[src/rtl/pipe_addsub.sv]
// Pipelined WIDTH-bit adder/subtractor: one CHUNK-bit ripple slice per stage, carry registered between slices.
// Latency WIDTH/CHUNK cycles; no output handshake, a global stall freezes every register.
module pipe_addsub #(
  parameter int WIDTH = 64,
  parameter int CHUNK = 16
) (
  input  logic             clk,
  input  logic             rst,
  input  logic             stall,
  input  logic             in_valid,
  input  logic             sub,
  input  logic [WIDTH-1:0] A,
  input  logic [WIDTH-1:0] B,
  output logic             out_valid,
  output logic [WIDTH-1:0] res,
  output logic             carry,
  output logic             overflow,
  output logic             zero
);

  localparam int STAGES = WIDTH / CHUNK;
  localparam int LAST   = STAGES - 1;

  if (WIDTH % CHUNK != 0) begin : g_bad_chunk
    $error("pipe_addsub: WIDTH must be a multiple of CHUNK");
  end

  // Stage registers: full operand skew, partially built sum, carry-out, valid.
  logic [WIDTH-1:0]  a_q  [STAGES];
  logic [WIDTH-1:0]  bx_q [STAGES];
  logic [WIDTH-1:0]  s_q  [STAGES];
  logic [STAGES-1:0] c_q;
  logic [STAGES-1:0] v_q;
  logic              ovf_q;
  logic              zero_q;

  // Stage inputs (previous stage registers, or the ports for stage 0).
  logic [WIDTH-1:0]  ia   [STAGES];
  logic [WIDTH-1:0]  ibx  [STAGES];
  logic [WIDTH-1:0]  is   [STAGES];
  logic [STAGES-1:0] ic;
  logic [STAGES-1:0] iv;

  logic [CHUNK:0]    part [STAGES];
  logic [WIDTH-1:0]  s_d  [STAGES];
  logic [STAGES-1:0] c_d;
  logic              ovf_d;
  logic              zero_d;

  always_comb begin
    ia[0]  = A;
    ibx[0] = sub ? ~B : B;
    is[0]  = '0;
    ic     = '0;
    iv     = '0;
    ic[0]  = sub;
    iv[0]  = in_valid;
    for (int k = 1; k < STAGES; k++) begin
      ia[k]  = a_q[k-1];
      ibx[k] = bx_q[k-1];
      is[k]  = s_q[k-1];
      ic[k]  = c_q[k-1];
      iv[k]  = v_q[k-1];
    end
    c_d = '0;
    for (int k = 0; k < STAGES; k++) begin
      part[k] = {1'b0, ia[k][k*CHUNK +: CHUNK]}
              + {1'b0, ibx[k][k*CHUNK +: CHUNK]}
              + (CHUNK+1)'(ic[k]);
      s_d[k]                  = is[k];
      s_d[k][k*CHUNK +: CHUNK] = part[k][CHUNK-1:0];
      c_d[k]                  = part[k][CHUNK];
    end
    ovf_d  = (ia[LAST][WIDTH-1] == ibx[LAST][WIDTH-1]) &&
             (s_d[LAST][WIDTH-1] != ia[LAST][WIDTH-1]);
    zero_d = (s_d[LAST] == '0);
  end

  // Data registers load only with a valid op, so the last stage holds its
  // result across bubbles.
  always_ff @(posedge clk or posedge rst) begin
    if (rst) begin
      v_q    <= '0;
      c_q    <= '0;
      ovf_q  <= 1'b0;
      zero_q <= 1'b0;
      for (int k = 0; k < STAGES; k++) begin
        a_q[k]  <= '0;
        bx_q[k] <= '0;
        s_q[k]  <= '0;
      end
    end else if (!stall) begin
      v_q <= iv;
      for (int k = 0; k < STAGES; k++) begin
        if (iv[k]) begin
          a_q[k]  <= ia[k];
          bx_q[k] <= ibx[k];
          s_q[k]  <= s_d[k];
          c_q[k]  <= c_d[k];
        end
      end
      if (iv[LAST]) begin
        ovf_q  <= ovf_d;
        zero_q <= zero_d;
      end
    end
  end

  assign out_valid = v_q[LAST];
  assign res       = s_q[LAST];
  assign carry     = c_q[LAST];
  assign overflow  = ovf_q;
  assign zero      = zero_q;

endmodule

[config.mk]
export PLATFORM = sky130hd
export DESIGN_NAME = pipe_addsub
export DESIGN_NICKNAME = d
export VERILOG_FILES = /design/src/rtl/pipe_addsub.sv
export SDC_FILE = /design/constraint.sdc
export NUM_CORES = 1
export LEC_CHECK = 0
export CAP_MARGIN = 20
export CORE_MARGIN = 5
export CORE_UTILIZATION = 45
export CTS_CLUSTER_SIZE = 30
export DETAILED_ROUTE_END_ITERATION = 16
export PLACE_DENSITY = 0.79
export RECOVER_POWER = 50
export SLEW_MARGIN = 20
export SYNTH_ARGS = -nofsm -noshare
export SYNTH_HDL_FRONTEND = slang
export SYNTH_SLANG_ARGS = --single-unit
[constraint.sdc]
create_clock -name clk -period 22.6 [get_ports clk]
set_input_delay 6.78 -clock clk [delete_from_list [all_inputs] [get_ports clk]]
set_output_delay 6.78 -clock clk [all_outputs]
set_load 0.05 [all_outputs]
==> reports/qor.log <==
INFO  outcome        run_status=complete, but fails checks
INFO  outcome        violations=max-capacitance violations, max-slew violations
INFO  timing         post-route-period-util=58.9%
INFO  critical_path  required=22280ps
INFO  clocking       clock_tree.root_cell=sky130_fd_sc_hd__clkbuf_16
INFO  clocking       ctsHoldBuffers=0
INFO  routing        via_count=12000
INFO  global_route   grtUsageMet3=3.59%
INFO  global_route   grt_busiest_layer=met2
INFO  timing         finClkSkew=29.0ps
INFO  pwr            share_clk_of_total_power=26.1%
INFO  synth          number_of_enable_type_register_cells_in_the_synthesized_netlist=0
INFO  clocking       clock_path_buffers=3
INFO  pwr            seq_power_share=39.9%
INFO  synth          synth_flop_cell=sky130_fd_sc_hd__dfrtp_1
INFO  synth          synth_top_area_cell=sky130_fd_sc_hd__dfrtp_1
INFO  global_route   met1_usage=25.5%
INFO  placement      hpwl=27.7mm
INFO  floorplan      initial_utilization=45.5%
INFO  final_layout   filler_cell_count=3052
INFO  global_route   antenna_found_initial=2
INFO  synth          syn-mean-instance-area=10.1um^2
INFO  routing        drt_wirelength=38.8mm
INFO  critical_path  path_max_fanout=102
INFO  global_route   global_route.usage.met2=29.9%
INFO  pwr            cell_internal_pwr=1.55mW
INFO  floorplan      die_x=202um
INFO  synth          synth_common_cells=sky130_fd_sc_hd__nand2_1, sky130_fd_sc_hd__dfrtp_1, sky130_fd_sc_hd__o21ai_0
INFO  routing        drt_iter0_drc=741
INFO  pwr            p_per_area=119nW/um^2
INFO  critical_path  critPathKind=in2async
INFO  clocking       clk-insertion-delay-late=530ps
INFO  pwr            power_switching_share=36.2%
INFO  synth          mappedNetlistArea=16600um^2
INFO  timing         setup-violations-final=0
INFO  final_layout   finalNetCount=2024
INFO  critical_path  setup.worst_path.start_class=input port
INFO  routing        drt_pass1_iterations=5
INFO  synth          synth.yosys.warnings=0
INFO  job            maximum_capacitance_violations=7
INFO  synth          ys_types=59
INFO  placement      place_congestion=0.865
INFO  routing        final_antenna_net_count=0
INFO  timing         number_of_slew_limit_violations_in_the_final_report=479
INFO  floorplan      row_count=70
INFO  timing         fmax=0.0751GHz
INFO  routing        remaining_drc_errors=0
INFO  global_route   grt_pass1_vias=12200
INFO  global_route   gr-total-overflow=0
INFO  synth          register_area_share_after_synthesis=54.5%
INFO  final_layout   multi_input_area=7160um^2
INFO  final_layout   syn2layout_area_growth=21.9%
INFO  clocking       cts.htree.levels=2
INFO  floorplan      floorplan.die.height=202um
INFO  global_route   grt_util_all_layers=18.8%
INFO  critical_path  critPathArrivalTime=12990ps
INFO  synth          netlist_instances=1651
INFO  floorplan      core_region_area=36500um^2
INFO  floorplan      i_o_pins=201
INFO  pwr            netSwitchingPower=0.876mW
INFO  synth          synth_seq_cells=362
INFO  floorplan      fp.dieArea=40900um^2
INFO  clocking       cts.repair.resized=0
INFO  routing        vias_per_cell=5.16
INFO  pwr            combPwrFrac=33.9%
INFO  global_route   maximum_number_of_pins_on_one_net_before_global_route_repair=182
INFO  timing         worst_pin_slew=4530ps
INFO  pwr            static-leakage-power=9.64nW
INFO  worst_hold_path min_path_type=reg2reg
INFO  global_route   grt_first_pass_wirelength=62.7mm
INFO  final_layout   seq_area=9060um^2
INFO  routing        drt-wirelength-per-cell=16.7um
INFO  synth          post-synth-top-area-fraction=54.5%
INFO  timing         grt_setup_unrepaired=false
INFO  placement      buffer_ports.inserted=200
INFO  timing         final_period_minus_worst_setup_slack=13310ps
INFO  synth          total_nets_after_synthesis=1851
INFO  timing         finalHoldViolCount=0
INFO  timing         setup-tns-final=0ps
INFO  synth          asyncSetResetFlopFracSynth=100%
INFO  pwr            ir_drop=0.0000638V
INFO  clocking       numClockSinks=362
INFO  clocking       clock_tree_from_tritoncts=built
INFO  synth          synth.most_common_cell=sky130_fd_sc_hd__nand2_1
INFO  timing         max-slew-margin-rel=-203%
INFO  pwr            design_power_total=2.42mW
INFO  critical_path  critical_path.endpoint_type=async pin
INFO  final_layout   drive_above_1_share=9.55%
INFO  clocking       cts_inserted_buffers=39
INFO  clocking       postCtsSetupBuffers=0
INFO  clocking       cts.clk_slew.worst_paths=60ps
INFO  synth          ys_top_cells_by_area=sky130_fd_sc_hd__dfrtp_1, sky130_fd_sc_hd__nand2_1, sky130_fd_sc_hd__mux2_2
-- flip-flops by register name (all words and copies together), names as in the netlist --
name	flops
bx_q	96
a_q	96
v_q	4
is	96
c_q	4
overflow	1
res	64
zero	1
-- metrics by stage --
step / std cells / worst slack [ps] / util [%] / instance area, um^2 / hold slack (ps)
2_1_floorplan: 1651 / 5770 / - / 16600 / 433
3_3_place_gp: 2251 / 12420 / 52.1 / 19000 / 448
3_5_place_dp: 2251 / 12310 / 52.1 / 19000 / 449
4_1_cts: 2321 / 12850 / 55.6 / 20300 / 453
5_1_grt: 2323 / 7590 / 55.5 / 20300 / 486
6_report: 2323 / 9290 / 55.5 / 20300 / 458
-- worst max-delay path, stage by stage --
cell                            delay, ps
sky130_fd_sc_hd__dlygate4sd3_1        550
sky130_fd_sc_hd__clkinvlp_2          2520
sky130_fd_sc_hd__clkbuf_1            3010
-- logic make-up after synthesis --
kind of cell	share of synthesized area, %
mux	6.84
buf+inv	2.39
simple gates	16.7
xor+xnor	6.01
flops	54.5
fa+ha+maj	5.36
compound gates	8.18
-- metal layers --
layer,share of wire (%),vias up
met3,5.3,85
li1,-,5843
met4,3.7,0
met2,47,285
met5,0,-
met1,44,5766
-- final cells by class --
class | instances | share of cell area (%)
antenna | 2 | 0.0247
clock buffer | 58 | 5.62
clock inverter | 12 | 0.759
inverter | 26 | 0.488
multi-input combinational | 1187 | 35.3
sequential | 362 | 44.7
tap | 468 | 2.89
timing repair buffer | 208 | 10.2
-- path summary, 6_finish.rpt --
kind / startpoint / to / slack (ps) / cells after the start
hold / removal: bx_q[179] / bx_q[115] / 460 / 2
setup reg to reg: v_q[2] / zero / 18330 / 8
max in group clk: sub / c_q[0] / 10350 / 12
hold reg to reg: bx_q[179] / bx_q[115] / 460 / 2
setup / recovery: rst / bx_q[235] / 9290 / 3
min in group asynchronous: rst / res[22] / 8140 / 2
-- layout by cell type (no fill, tap or decap), types with 8 or more instances in the layout --
master / count
sky130_fd_sc_hd__o21ai_0: 119
sky130_fd_sc_hd__mux2_2: 101
sky130_fd_sc_hd__a21o_1: 11
sky130_fd_sc_hd__nand2b_1: 13
sky130_fd_sc_hd__nor2_1: 25
sky130_fd_sc_hd__clkbuf_1: 14
sky130_fd_sc_hd__nor4_1: 12
sky130_fd_sc_hd__nor3_1: 14
sky130_fd_sc_hd__dfrtp_1: 362
sky130_fd_sc_hd__xnor2_1: 74
sky130_fd_sc_hd__nand3_1: 12
sky130_fd_sc_hd__clkdlybuf4s50_1: 197
sky130_fd_sc_hd__or3_1: 8
sky130_fd_sc_hd__a21oi_1: 30
sky130_fd_sc_hd__inv_1: 25
sky130_fd_sc_hd__clkbuf_16: 40
sky130_fd_sc_hd__o31ai_1: 8
sky130_fd_sc_hd__nand2_1: 567
sky130_fd_sc_hd__xor2_1: 40
sky130_fd_sc_hd__ha_1: 60
-- power by group through the flow --
| stage | clock network (mW) | logic [mW] | registers, mW |
|---|---|---|---|
| global route | 0.673 | 0.897 | 0.991 |
| global placement | 0 | 0.796 | 0.970 |
| detailed placement | 0 | 0.817 | 0.977 |
| floorplan | 0 | 0.383 | 1.12 |
| CTS | 0.645 | 0.825 | 0.968 |
| finish | 0.633 | 0.822 | 0.967 |
No activity file was read; power rests on OpenSTA's default activity.
